<file path="src/rtl/modred_sched_pkg.sv">
// Shared constants and types for the modular-reduction scheduler.
//   LATENCY_DEF : default pipeline latency of the external reduction unit
//   OPND_W      : product (operand) width fed to the pipeline
//   RES_W       : residue / modulus width
//   Q_BENCH     : reference modulus (6*2^11+1) used by benches
package modred_sched_pkg;

  localparam int LATENCY_DEF = 5;
  localparam int OPND_W      = 32;
  localparam int RES_W       = 16;

  localparam logic [RES_W-1:0] Q_BENCH = 16'd12289;

  typedef logic [OPND_W-1:0] opnd_t;
  typedef logic [RES_W-1:0]  res_t;

endpackage

</file>
<file path="src/rtl/modred_sched_if.sv">
// Bus bundle between the scheduler, its requesters, the external reduction
// pipeline and the response consumer.
//   req_valid/req_data/req_ready : per-requester issue handshake
//   mr_q/mr_p/mr_c               : modulus, operand and result of the pipeline
//   rsp_valid/rsp_ready/rsp_id/rsp_data : buffered result stream
// slave = scheduler side, master = environment side.
interface modred_sched_if #(
  parameter int NUM_REQ = 4
);
  import modred_sched_pkg::*;

  localparam int ID_W = $clog2(NUM_REQ);

  logic [NUM_REQ-1:0]        req_valid;
  logic [OPND_W*NUM_REQ-1:0] req_data;
  logic [NUM_REQ-1:0]        req_ready;
  res_t                      mr_q;
  opnd_t                     mr_p;
  res_t                      mr_c;
  logic                      rsp_valid;
  logic                      rsp_ready;
  logic [ID_W-1:0]           rsp_id;
  res_t                      rsp_data;

  modport slave (
    input  req_valid, req_data, mr_c, rsp_ready,
    output req_ready, mr_q, mr_p, rsp_valid, rsp_id, rsp_data
  );

  modport master (
    output req_valid, req_data, mr_c, rsp_ready,
    input  req_ready, mr_q, mr_p, rsp_valid, rsp_id, rsp_data
  );

endinterface

</file>
<file path="src/rtl/modred_sched_rr_arbiter.sv">
// Round-robin arbiter: picks the first asserted request at or after ptr_i,
// wrapping modulo NUM_REQ (power of two).
//   req_i : request vector
//   ptr_i : search start index
//   gnt_o : one-hot grant (zero when no request)
//   idx_o : encoded grant index
//   any_o : some request granted
module rr_arbiter #(
  parameter int NUM_REQ = 4
) (
  input  logic [NUM_REQ-1:0]         req_i,
  input  logic [$clog2(NUM_REQ)-1:0] ptr_i,
  output logic [NUM_REQ-1:0]         gnt_o,
  output logic [$clog2(NUM_REQ)-1:0] idx_o,
  output logic                       any_o
);
  localparam int ID_W = $clog2(NUM_REQ);

  logic [ID_W-1:0] cand;

  // Scan from the farthest offset back to ptr_i so the candidate closest to
  // the pointer is the last one written and therefore wins.
  always_comb begin
    gnt_o = '0;
    idx_o = '0;
    any_o = 1'b0;
    cand  = '0;
    for (int k = NUM_REQ - 1; k >= 0; k--) begin
      cand = ptr_i + ID_W'(k);
      if (req_i[cand]) begin
        gnt_o       = '0;
        gnt_o[cand] = 1'b1;
        idx_o       = cand;
        any_o       = 1'b1;
      end
    end
  end

endmodule

</file>
<file path="src/rtl/modred_sched.sv">
// Shares one fixed-latency modular-reduction pipeline among NUM_REQ
// requesters. Issues are round-robin arbitrated and credit-limited so the
// result FIFO can never overflow and the pipeline never stalls.
//   clk, reset         : clock, async active-high reset
//   cfg_we_i, cfg_q_i  : modulus load, accepted only while idle
//   busy_o             : any op in flight or buffered
//   bus_if (slave)     : requester, pipeline and response signals
module modred_sched
  import modred_sched_pkg::*;
#(
  parameter int NUM_REQ    = 4,
  parameter int LATENCY    = LATENCY_DEF,
  parameter int FIFO_DEPTH = 8
) (
  input  logic          clk,
  input  logic          reset,
  input  logic          cfg_we_i,
  input  res_t          cfg_q_i,
  output logic          busy_o,
  modred_sched_if.slave bus_if
);
  localparam int ID_W = $clog2(NUM_REQ);
  localparam int AW   = $clog2(FIFO_DEPTH);
  localparam int CW   = $clog2(FIFO_DEPTH + 1);
  localparam logic [CW-1:0] CRED_MAX = CW'(FIFO_DEPTH);

  logic [CW-1:0]   credits_q, credits_d;
  logic [CW-1:0]   count_q, count_d;
  logic [ID_W-1:0] ptr_q, ptr_d;
  res_t            mr_q_q, mr_q_d;
  logic [AW-1:0]   wr_ptr_q, rd_ptr_q;
  logic [LATENCY-1:0] tag_vld_q;
  logic [ID_W-1:0] tag_id_q [LATENCY];
  logic [ID_W-1:0] fifo_id_q [FIFO_DEPTH];
  res_t            fifo_data_q [FIFO_DEPTH];

  logic [NUM_REQ-1:0] arb_gnt;
  logic [ID_W-1:0]    arb_idx;
  logic               arb_any;
  logic               can_issue, issue, push, pop, fifo_vld;

  rr_arbiter #(.NUM_REQ(NUM_REQ)) u_arb (
    .req_i (bus_if.req_valid),
    .ptr_i (ptr_q),
    .gnt_o (arb_gnt),
    .idx_o (arb_idx),
    .any_o (arb_any)
  );

  // Reset term keeps req_ready low while reset is held even though the
  // credit counter already sits at its full value.
  assign can_issue = (credits_q != '0) && !reset;
  assign issue     = arb_any && can_issue;
  assign push      = tag_vld_q[LATENCY-1];
  assign fifo_vld  = (count_q != '0);
  assign pop       = fifo_vld && bus_if.rsp_ready;
  assign busy_o    = (credits_q != CRED_MAX);

  assign bus_if.req_ready = arb_gnt & {NUM_REQ{can_issue}};
  assign bus_if.mr_p      = issue ? bus_if.req_data[int'(arb_idx)*OPND_W +: OPND_W] : '0;
  assign bus_if.mr_q      = mr_q_q;
  assign bus_if.rsp_valid = fifo_vld;
  // FIFO storage is not reset, so the head is masked while empty.
  assign bus_if.rsp_id    = fifo_vld ? fifo_id_q[rd_ptr_q] : '0;
  assign bus_if.rsp_data  = fifo_vld ? fifo_data_q[rd_ptr_q] : '0;

  always_comb begin
    credits_d = credits_q;
    if (issue && !pop) credits_d = credits_q - CW'(1);
    else if (!issue && pop) credits_d = credits_q + CW'(1);
    count_d = count_q;
    if (push && !pop) count_d = count_q + CW'(1);
    else if (!push && pop) count_d = count_q - CW'(1);
    ptr_d  = issue ? arb_idx + ID_W'(1) : ptr_q;
    mr_q_d = (cfg_we_i && !busy_o) ? cfg_q_i : mr_q_q;
  end

  always_ff @(posedge clk or posedge reset) begin
    if (reset) begin
      credits_q <= CRED_MAX;
      count_q   <= '0;
      ptr_q     <= '0;
      mr_q_q    <= '0;
      wr_ptr_q  <= '0;
      rd_ptr_q  <= '0;
      tag_vld_q <= '0;
    end else begin
      credits_q <= credits_d;
      count_q   <= count_d;
      ptr_q     <= ptr_d;
      mr_q_q    <= mr_q_d;
      tag_vld_q <= {tag_vld_q[LATENCY-2:0], issue};
      if (push) wr_ptr_q <= wr_ptr_q + AW'(1);
      if (pop)  rd_ptr_q <= rd_ptr_q + AW'(1);
    end
  end

  // Tag ids and FIFO payload are qualified by valids/count, so no reset.
  always_ff @(posedge clk) begin
    tag_id_q[0] <= arb_idx;
    for (int i = 1; i < LATENCY; i++) tag_id_q[i] <= tag_id_q[i-1];
    if (push) begin
      fifo_id_q[wr_ptr_q]   <= tag_id_q[LATENCY-1];
      fifo_data_q[wr_ptr_q] <= bus_if.mr_c;
    end
  end

endmodule

</file>
<file path="src/flat_wrapper.sv">
// flat-port wrapper written by rule: the top's interface ports become plain ports
module modred_sched_flat import modred_sched_pkg::*;
#(
  parameter int NUM_REQ    = 4,
  parameter int LATENCY    = LATENCY_DEF,
  parameter int FIFO_DEPTH = 8
)
  (clk, reset, cfg_we_i, cfg_q_i, busy_o, bus_if_req_valid, bus_if_req_data, bus_if_mr_c, bus_if_rsp_ready, bus_if_req_ready, bus_if_mr_q, bus_if_mr_p, bus_if_rsp_valid, bus_if_rsp_id, bus_if_rsp_data);
  modred_sched_if #(.NUM_REQ(NUM_REQ)) bus_if_i ();
  input  logic clk;
  input  logic reset;
  input  logic cfg_we_i;
  input  res_t cfg_q_i;
  output logic busy_o;
  input wire logic [$bits(bus_if_i.req_valid)-1:0] bus_if_req_valid;
  input wire logic [$bits(bus_if_i.req_data)-1:0] bus_if_req_data;
  input wire logic [$bits(bus_if_i.mr_c)-1:0] bus_if_mr_c;
  input wire logic [$bits(bus_if_i.rsp_ready)-1:0] bus_if_rsp_ready;
  output wire logic [$bits(bus_if_i.req_ready)-1:0] bus_if_req_ready;
  output wire logic [$bits(bus_if_i.mr_q)-1:0] bus_if_mr_q;
  output wire logic [$bits(bus_if_i.mr_p)-1:0] bus_if_mr_p;
  output wire logic [$bits(bus_if_i.rsp_valid)-1:0] bus_if_rsp_valid;
  output wire logic [$bits(bus_if_i.rsp_id)-1:0] bus_if_rsp_id;
  output wire logic [$bits(bus_if_i.rsp_data)-1:0] bus_if_rsp_data;
  assign bus_if_i.req_valid = bus_if_req_valid;
  assign bus_if_i.req_data = bus_if_req_data;
  assign bus_if_i.mr_c = bus_if_mr_c;
  assign bus_if_i.rsp_ready = bus_if_rsp_ready;
  assign bus_if_req_ready = bus_if_i.req_ready;
  assign bus_if_mr_q = bus_if_i.mr_q;
  assign bus_if_mr_p = bus_if_i.mr_p;
  assign bus_if_rsp_valid = bus_if_i.rsp_valid;
  assign bus_if_rsp_id = bus_if_i.rsp_id;
  assign bus_if_rsp_data = bus_if_i.rsp_data;
  modred_sched #(.NUM_REQ(NUM_REQ), .LATENCY(LATENCY), .FIFO_DEPTH(FIFO_DEPTH)) u_core (.clk(clk), .reset(reset), .cfg_we_i(cfg_we_i), .cfg_q_i(cfg_q_i), .busy_o(busy_o), .bus_if(bus_if_i));
endmodule
</file>
<file path="config.mk">
export PLATFORM = sky130hd
export DESIGN_NAME = modred_sched_flat
export DESIGN_NICKNAME = d
export VERILOG_FILES = /design/src/rtl/modred_sched_pkg.sv /design/src/rtl/modred_sched_if.sv /design/src/rtl/modred_sched_rr_arbiter.sv /design/src/rtl/modred_sched.sv /design/src/flat_wrapper.sv
export SDC_FILE = /design/constraint.sdc
export NUM_CORES = 1
export LEC_CHECK = 0
export ABC_AREA = 0
export BUFFER_PORTS_ARGS = -buffer_cell sky130_fd_sc_hd__buf_2
export CAP_MARGIN = 20
export CELL_PAD_IN_SITES_DETAIL_PLACEMENT = 1
export CELL_PAD_IN_SITES_GLOBAL_PLACEMENT = 1
export CORE_ASPECT_RATIO = 0.8
export CORE_MARGIN = 1
export CORE_UTILIZATION = 44
export DETAILED_ROUTE_END_ITERATION = 12
export PLACE_DENSITY = 0.81
export SETUP_SLACK_MARGIN = 0.15
export SLEW_MARGIN = 0
export SYNTH_ARGS = -nofsm -noshare
export SYNTH_HDL_FRONTEND = slang
export SYNTH_SLANG_ARGS = --single-unit
</file>
<file path="constraint.sdc">
create_clock -name clk -period 7.8 [get_ports clk]
set_input_delay 0.78 -clock clk [delete_from_list [all_inputs] [get_ports clk]]
set_output_delay 0.78 -clock clk [all_outputs]
set_load 0.02 [all_outputs]
</file>
# Word level (Yosys, flattened, before mapping)
# Memories as Yosys holds them, arrays and structs flattened.
# Index checks and enable logic that the tools add are counted.
[word_totals]
mem_bits_rw = 154
reg_bits = 37
memories = 3
in_bits = 168
rom_bits = 0
latch_bits = 0
[classes]
n_reduce_logical = 21
eq_ne = 1
multipliers = 0
muxes = 37
magnitude_cmp = 8
bitwise = 1
div_mod_pow = 0
add_sub_neg = 10
shifts = 1
[memory_table]
columns = ["name", "depth", "width", "rd", "rd_clocked_by_memory_dff", "write_ports", "line_no", "source"]
rows = [
  ["u_core.fifo_data_q", 8, 16, 1, 0, 1, "modred_sched.sv:35", "res_t fifo_data_q [FIFO_DEPTH];"],
  ["u_core.fifo_id_q", 8, 2, 1, 0, 1, "modred_sched.sv:34", "logic [ID_W-1:0] fifo_id_q [FIFO_DEPTH];"],
  ["u_core.tag_id_q", 5, 2, 5, 0, 5, "modred_sched.sv:33", "logic [ID_W-1:0] tag_id_q [LATENCY];"],
]
[op_table]
columns = ["cell", "count"]
rows = [
  ["128-bit by 8-bit indexed part select with 32-bit output", 1],
  ["32-bit 2-to-1 mux", 1],
  ["4-bit 2-to-1 mux", 8],
  ["16-bit 2-to-1 mux", 1],
  ["1-bit 2-to-1 mux", 14],
  ["1-bit logical AND", 12],
  ["2-bit by 3-bit less-than comparator with 1-bit output (second input constant)", 4],
  ["2-bit 2-to-1 mux", 5],
  ["4-bit by 1-bit adder with 4-bit output (second input constant)", 2],
  ["1-bit binary-select mux with 2-bit select", 4],
  ["1-bit demux with 2-bit select", 4],
  ["2-bit by 1-bit greater-or-equal comparator with 1-bit output (second input constant)", 4],
  ["4-bit nonzero test", 2],
  ["4-bit by 1-bit subtractor with 4-bit output (second input constant)", 2],
  ["3-bit by 1-bit adder with 3-bit output (second input constant)", 2],
  ["1-bit logical NOT", 5],
  ["2-bit by 1-bit adder with 2-bit output (second input constant)", 2],
  ["2-bit adder (second input constant)", 2],
  ["4-bit AND", 1],
  ["4-bit != test (second input constant)", 1],
  ["2-bit nonzero test", 2],
]

# Longest topological paths before layout
[depth]
ltp_word = 12
mapped_depth = 16
mapped_depth_nobuf = 12

# Hierarchy
# A second synthesis with hierarchy kept.
[unflattened]
cells_unflattened = 505
hier_area_um2 = 8851.0
[modules_own_cells]
columns = ["module", "n_inst", "cells_each", "area_each_um2", "seq_area_each_um2"]
rows = [
  ["modred_sched", 1, 444, 8341.8, 5451.5],
  ["rr_arbiter", 1, 61, 509.2, 0.0],
]

# Worst setup path after synthesis
# No wires, ideal clock.
[synth_path]
path_kind = "register to output"
start = "register u_core.ptr_q[0]"
end = "output bus_if_mr_p[1]"
required_ps = 7020
setup_slack_ps = 4115
arrival_time_ps = 2905
stages_incl_launch_ff = 11
path_buffers = 3
cell_sequence = "dfrtp_1 > buf_6 > inv_1 > ha_1 > mux4_2 > a31oi_2 > a21o_1 > buf_4 > clkbuf_1 > nand2_1 > a311oi_1"
[synth_between]
elab_chain_len = 9
word_cells_on_any_way = 22
cone_classes = "add/sub (3); shift (1); mux (17); reduce/logical (1)"
[synth_lines]
columns = ["item", "line_no", "source"]
rows = [
  ["start: declaration", "modred_sched.sv:29", "logic [ID_W-1:0] ptr_q, ptr_d;"],
  ["start signal: assignment", "modred_sched.sv:90", "ptr_q <= ptr_d;"],
  ["2-bit adder", "modred_sched_rr_arbiter.sv:29", "cand = ptr_i + ID_W'(k);"],
  ["1-bit binary-select mux with 2-bit select", "modred_sched_rr_arbiter.sv:30", "if (req_i[cand]) begin"],
  ["1-bit 2-to-1 mux (implied by the code)", "modred_sched_rr_arbiter.sv:30", ""],
  ["2-bit 2-to-1 mux or 1-bit 2-to-1 mux (tied branches) (4 in a row)", "modred_sched_rr_arbiter.sv:30", ""],
  ["128-bit by 8-bit indexed part select with 32-bit output or 1-bit logical AND (tied branches)", "modred_sched.sv:60, modred_sched.sv:53", ""],
  ["32-bit 2-to-1 mux (*)", "modred_sched.sv:60", "assign bus_if.mr_p = issue ? bus_if.req_data[int'(arb_idx)*OPND_W +: OPND_W] : '0;"],
  ["end: declaration", "flat_wrapper.sv:21", "output wire logic [$bits(bus_if_i.mr_p)-1:0] bus_if_mr_p;"],
]
# Every way passes the cells marked *; elsewhere a longest branch is shown, timed or not. The select of a mux whose other input is x is not followed.

# Final worst setup path
[layout_path]
start = "register u_core.ptr_q[0]"
end = "output bus_if_mr_p[0]"
# Same word-level chain as after synthesis.

==> key figures <==
Status
  – Status: complete, no violations

Detailed routing
  – Initial DRC Count: 353
  – 1st-pass router iterations: 4
  – Wire per inst: 21.5 µm
  – Residual DRC: 0
  – Routed WL: 24800 µm
  – Post-route antenna net violation count: 0
  – Vias/cell: 5.56
  – Via count: 6400

Synth
  – Synth async-reset ratio: 19.4%
  – Sequential-to-total area share from yosys stat: 58.9%
  – Mapped cell area: 9260 µm²
  – Syn Nets: 827
  – Post-Synthesis Cells: 642
  – Synth cell types: 52
  – Post-synth EDFFs: 144
  – #FFs+latches synth: 191
  – Synth Flop Type: edfxtp_1
  – Syn Area/Cell: 14.4 µm²
  – Synth warnings: 0

Power
  – PwrDens: 432 nW/µm²
  – Reg power frac: 30.7%
  – Total Power: 4.89 mW
  – Comb power frac: 52.3%
  – Net Sw Frac: 43.3%
  – P_leak: 4.50 nW
  – Power share of the clock group: 16.9%
  – Worst vdd ir: 0.440 mV
  – Internal power: 2.77 mW
  – Switching Power: 2.11 mW

Worst setup path
  – Crit path max-delay cell type: or2_2
  – Worst EP arrival: 4550 ps
  – CP Cell Sequence: inv_1 > ha_1 > mux4_2 > nor2b_1 > o21a_1 > buf_4 > or2_2 > a311oi_1 > buf_2
  – Worst R2R End: u_core.credits_q[2]$_DFFE_PP0P_
  – Worst path required time: 7020 ps
  – CP Class: flop to output port
  – Max stage delay on crit path: 840 ps
  – Crit Reg-Reg Startpoint: u_core.ptr_q[0]$_DFFE_PP0P_
  – Worst R2R Setup Slack: 3660 ps
  – Crit Path Max Fanout: 35
  – Setup crit start kind: flop
  – R2R cell count: 12
  – CP endpoint kind: output port
  – Worst Setup SP: u_core.ptr_q[0]$_DFFE_PP0P_

Cells and area
  – Commonest non-fill, non-tap cell in the layout: buf_2
  – Finished Core Util: 54.9%
  – Most frequent cells in the layout: buf_2 (239), edfxtp_1 (144), nand2_1 (77)
  – Layout cells sized above 1: 44.1%
  – Multi-input logic area: 3450 µm²
  – Filler Cell Count: 2090
  – Cell area after layout: 11300 µm²
  – Reg area: 5450 µm²
  – Nets: 1055
  – Area grow syn2layout: 22.3%
  – Antenna cells: 0

Global routing
  – Initial antenna violation count: 1
  – GRT Util Overall: 23.7%
  – First-pass GRT wire length: 38300 µm
  – Global route overflow: 0
  – Pin count of the biggest net entering global routing: 67
  – Vias in the first global route: 6959

Flow run
  – Max_cap viols: 0

Timing
  – Fin crit period: 5330 ps
  – Clock skew: 10.5 ps
  – Slew HR: 31.8%
  – RSZ-0062 raised after global routing: false
  – Fin Setup TNS: 0 ps
  – Final Hold Fails: 0
  – Highest clock rate: 188 MHz
  – Setup-failing EPs final: 0
  – Slew Viols, Final: 0
  – Period utilization: 68.3%
  – Min Hold Slack: 274 ps
  – Worst-Margin Slew: 1020 ps

Floorplan
  – Core area: 20600 µm²
  – Die width: 164 µm
  – # rows: 47
  – Die height: 132 µm
  – Initial Util: 44.9%
  – Full die area: 21600 µm²
  – Ports: 240

Place
  – HPWL Detailed: 16900 µm
  – GP Congestion: 0.833
  – I/O Buffers: 239
  – Area after DPL: 10700 µm²

Hold path
  – Min-delay worst type: input pin to async pin

Clocking
  – CTS resizes: 0
  – H-tree depth: 4
  – Number of hold buffers added after cts: 0
  – Num CTS Buffers: 17
  – Clock sink count: 191
  – Max clock buf depth: 2
  – CTS root buf: clkbuf_16
  – Clock-pin slew on the worst setup and hold paths: 70 ps
  – Worst-Skew Late Latency: 430 ps
  – CTS tree: done
  – Post-CTS Setup Inserts: 0
## per-layer routing
layer	vias up	wire length [µm]	GRT usage, %
met1	3212	10000	28.7
met3	34	1260	5.66
met5	-	13	0
met2	198	13100	42.3
met4	2	388	5.97
li1	2954	-	-
## worst max-delay path, delay by kind of cell (launching register included)
family                     cells  cell delay, ps
buffers and inverters          3             900
adders and majority gates      1             430
AOI/OAI and AO/OA              2             530
and+or+nand+nor                2            1000
DFF                            1             770
muxes                          1             460
## how the worst max path moves through the flow
stage / cells past startpoint / endpoint
after global placement: 9 / bus_if_mr_p[0]
after detailed placement: 9 / bus_if_mr_p[14]
final: 9 / bus_if_mr_p[0]
after global routing: 9 / bus_if_mr_p[0]
after CTS: 9 / bus_if_mr_p[21]
after floorplan: 10 / bus_if_mr_p[1]
## per-stage QoR
step | cells | setup slack, ps
global placement | 1118 | 2850
global route | 1151 | 2220
detailed placement | 1118 | 2780
CTS | 1149 | 2290
finish | 1151 | 2470
floorplan | 642 | 4110
## power by group through the flow
stage          registers (mW)  clock network (mW)  logic (mW)
3_5_place_dp             1.53                   0        2.55
3_3_place_gp             1.50                   0        2.49
4_1_cts                  1.51               0.847        2.56
2_1_floorplan            1.51                   0        1.84
6_report                 1.50               0.827        2.56
5_1_grt                  1.53               0.881        2.76
## final cells by class
type / count / share of cell area, %
Clock buffer: 17 / 3.76
Clock inverter: 14 / 1.20
Inverter: 39 / 1.29
Multi-Input combinational cell: 363 / 30.5
Sequential cell: 191 / 48.2
Tap cell: 269 / 2.97
Timing Repair Buffer: 258 / 12.1
## registers in the layout, indices dropped and copies added, names as in the netlist
signal              cells
u_core.fifo_data_q    128
u_core.bus_if.mr_q     16
u_core.fifo_id_q       16
u_core.tag_id_q        10
u_core.tag_vld_q        5
u_core.count_q          4
u_core.credits_q        4
u_core.rd_ptr_q         3
u_core.wr_ptr_q         3
u_core.ptr_q            2
## synth_stat cells, types with 2 or more instances
| library cell | n | area, µm² |
|---|---|---|
| buf_4 | 2 | 15.0 |
| a311oi_1 | 4 | 35.0 |
| buf_6 | 5 | 56.3 |
| inv_2 | 2 | 7.51 |
| nand3b_1 | 2 | 15.0 |
| a21oi_1 | 3 | 15.0 |
| dfxtp_1 | 10 | 200 |
| buf_1 | 2 | 7.51 |
| mux2_2 | 20 | 225 |
| a21o_1 | 2 | 15.0 |
| nand3_1 | 2 | 10.0 |
| mux2i_1 | 23 | 230 |
| buf_2 | 8 | 40.0 |
| nor4_1 | 2 | 12.5 |
| o21ai_0 | 2 | 10.0 |
| a221oi_1 | 4 | 35.0 |
| a2111oi_1 | 10 | 100 |
| nor2b_1 | 5 | 31.3 |
| xnor2_1 | 7 | 61.3 |
| a2111oi_0 | 22 | 193 |
| o22ai_1 | 2 | 12.5 |
| xor2_1 | 6 | 52.6 |
| ha_1 | 16 | 200 |
| nand2b_1 | 4 | 25.0 |
| o31ai_1 | 4 | 30.0 |
| nor3_1 | 3 | 15.0 |
| a311oi_2 | 28 | 420 |
| inv_1 | 37 | 139 |
| nand2_1 | 77 | 289 |
| nor2_1 | 28 | 105 |
| edfxtp_1 | 144 | 4320 |
| a211oi_1 | 32 | 240 |
| mux4_2 | 39 | 878 |
| clkbuf_1 | 32 | 120 |
| dfrtp_1 | 36 | 901 |
## kinds of logic (layout without fill, tap and decap cells)
group           count (synthesis)  in the layout  synth area share, %
compound gates                119            119                 12.6
fa+ha+maj                      17             17                 2.38
buf+inv                        88            328                 4.16
simple gates                  131            131                 6.20
mux                            83             83                 14.5
xor+xnor                       13             13                 1.23
flops                         191            191                 58.9
Note: power is estimated with default switching activity, not from simulation.
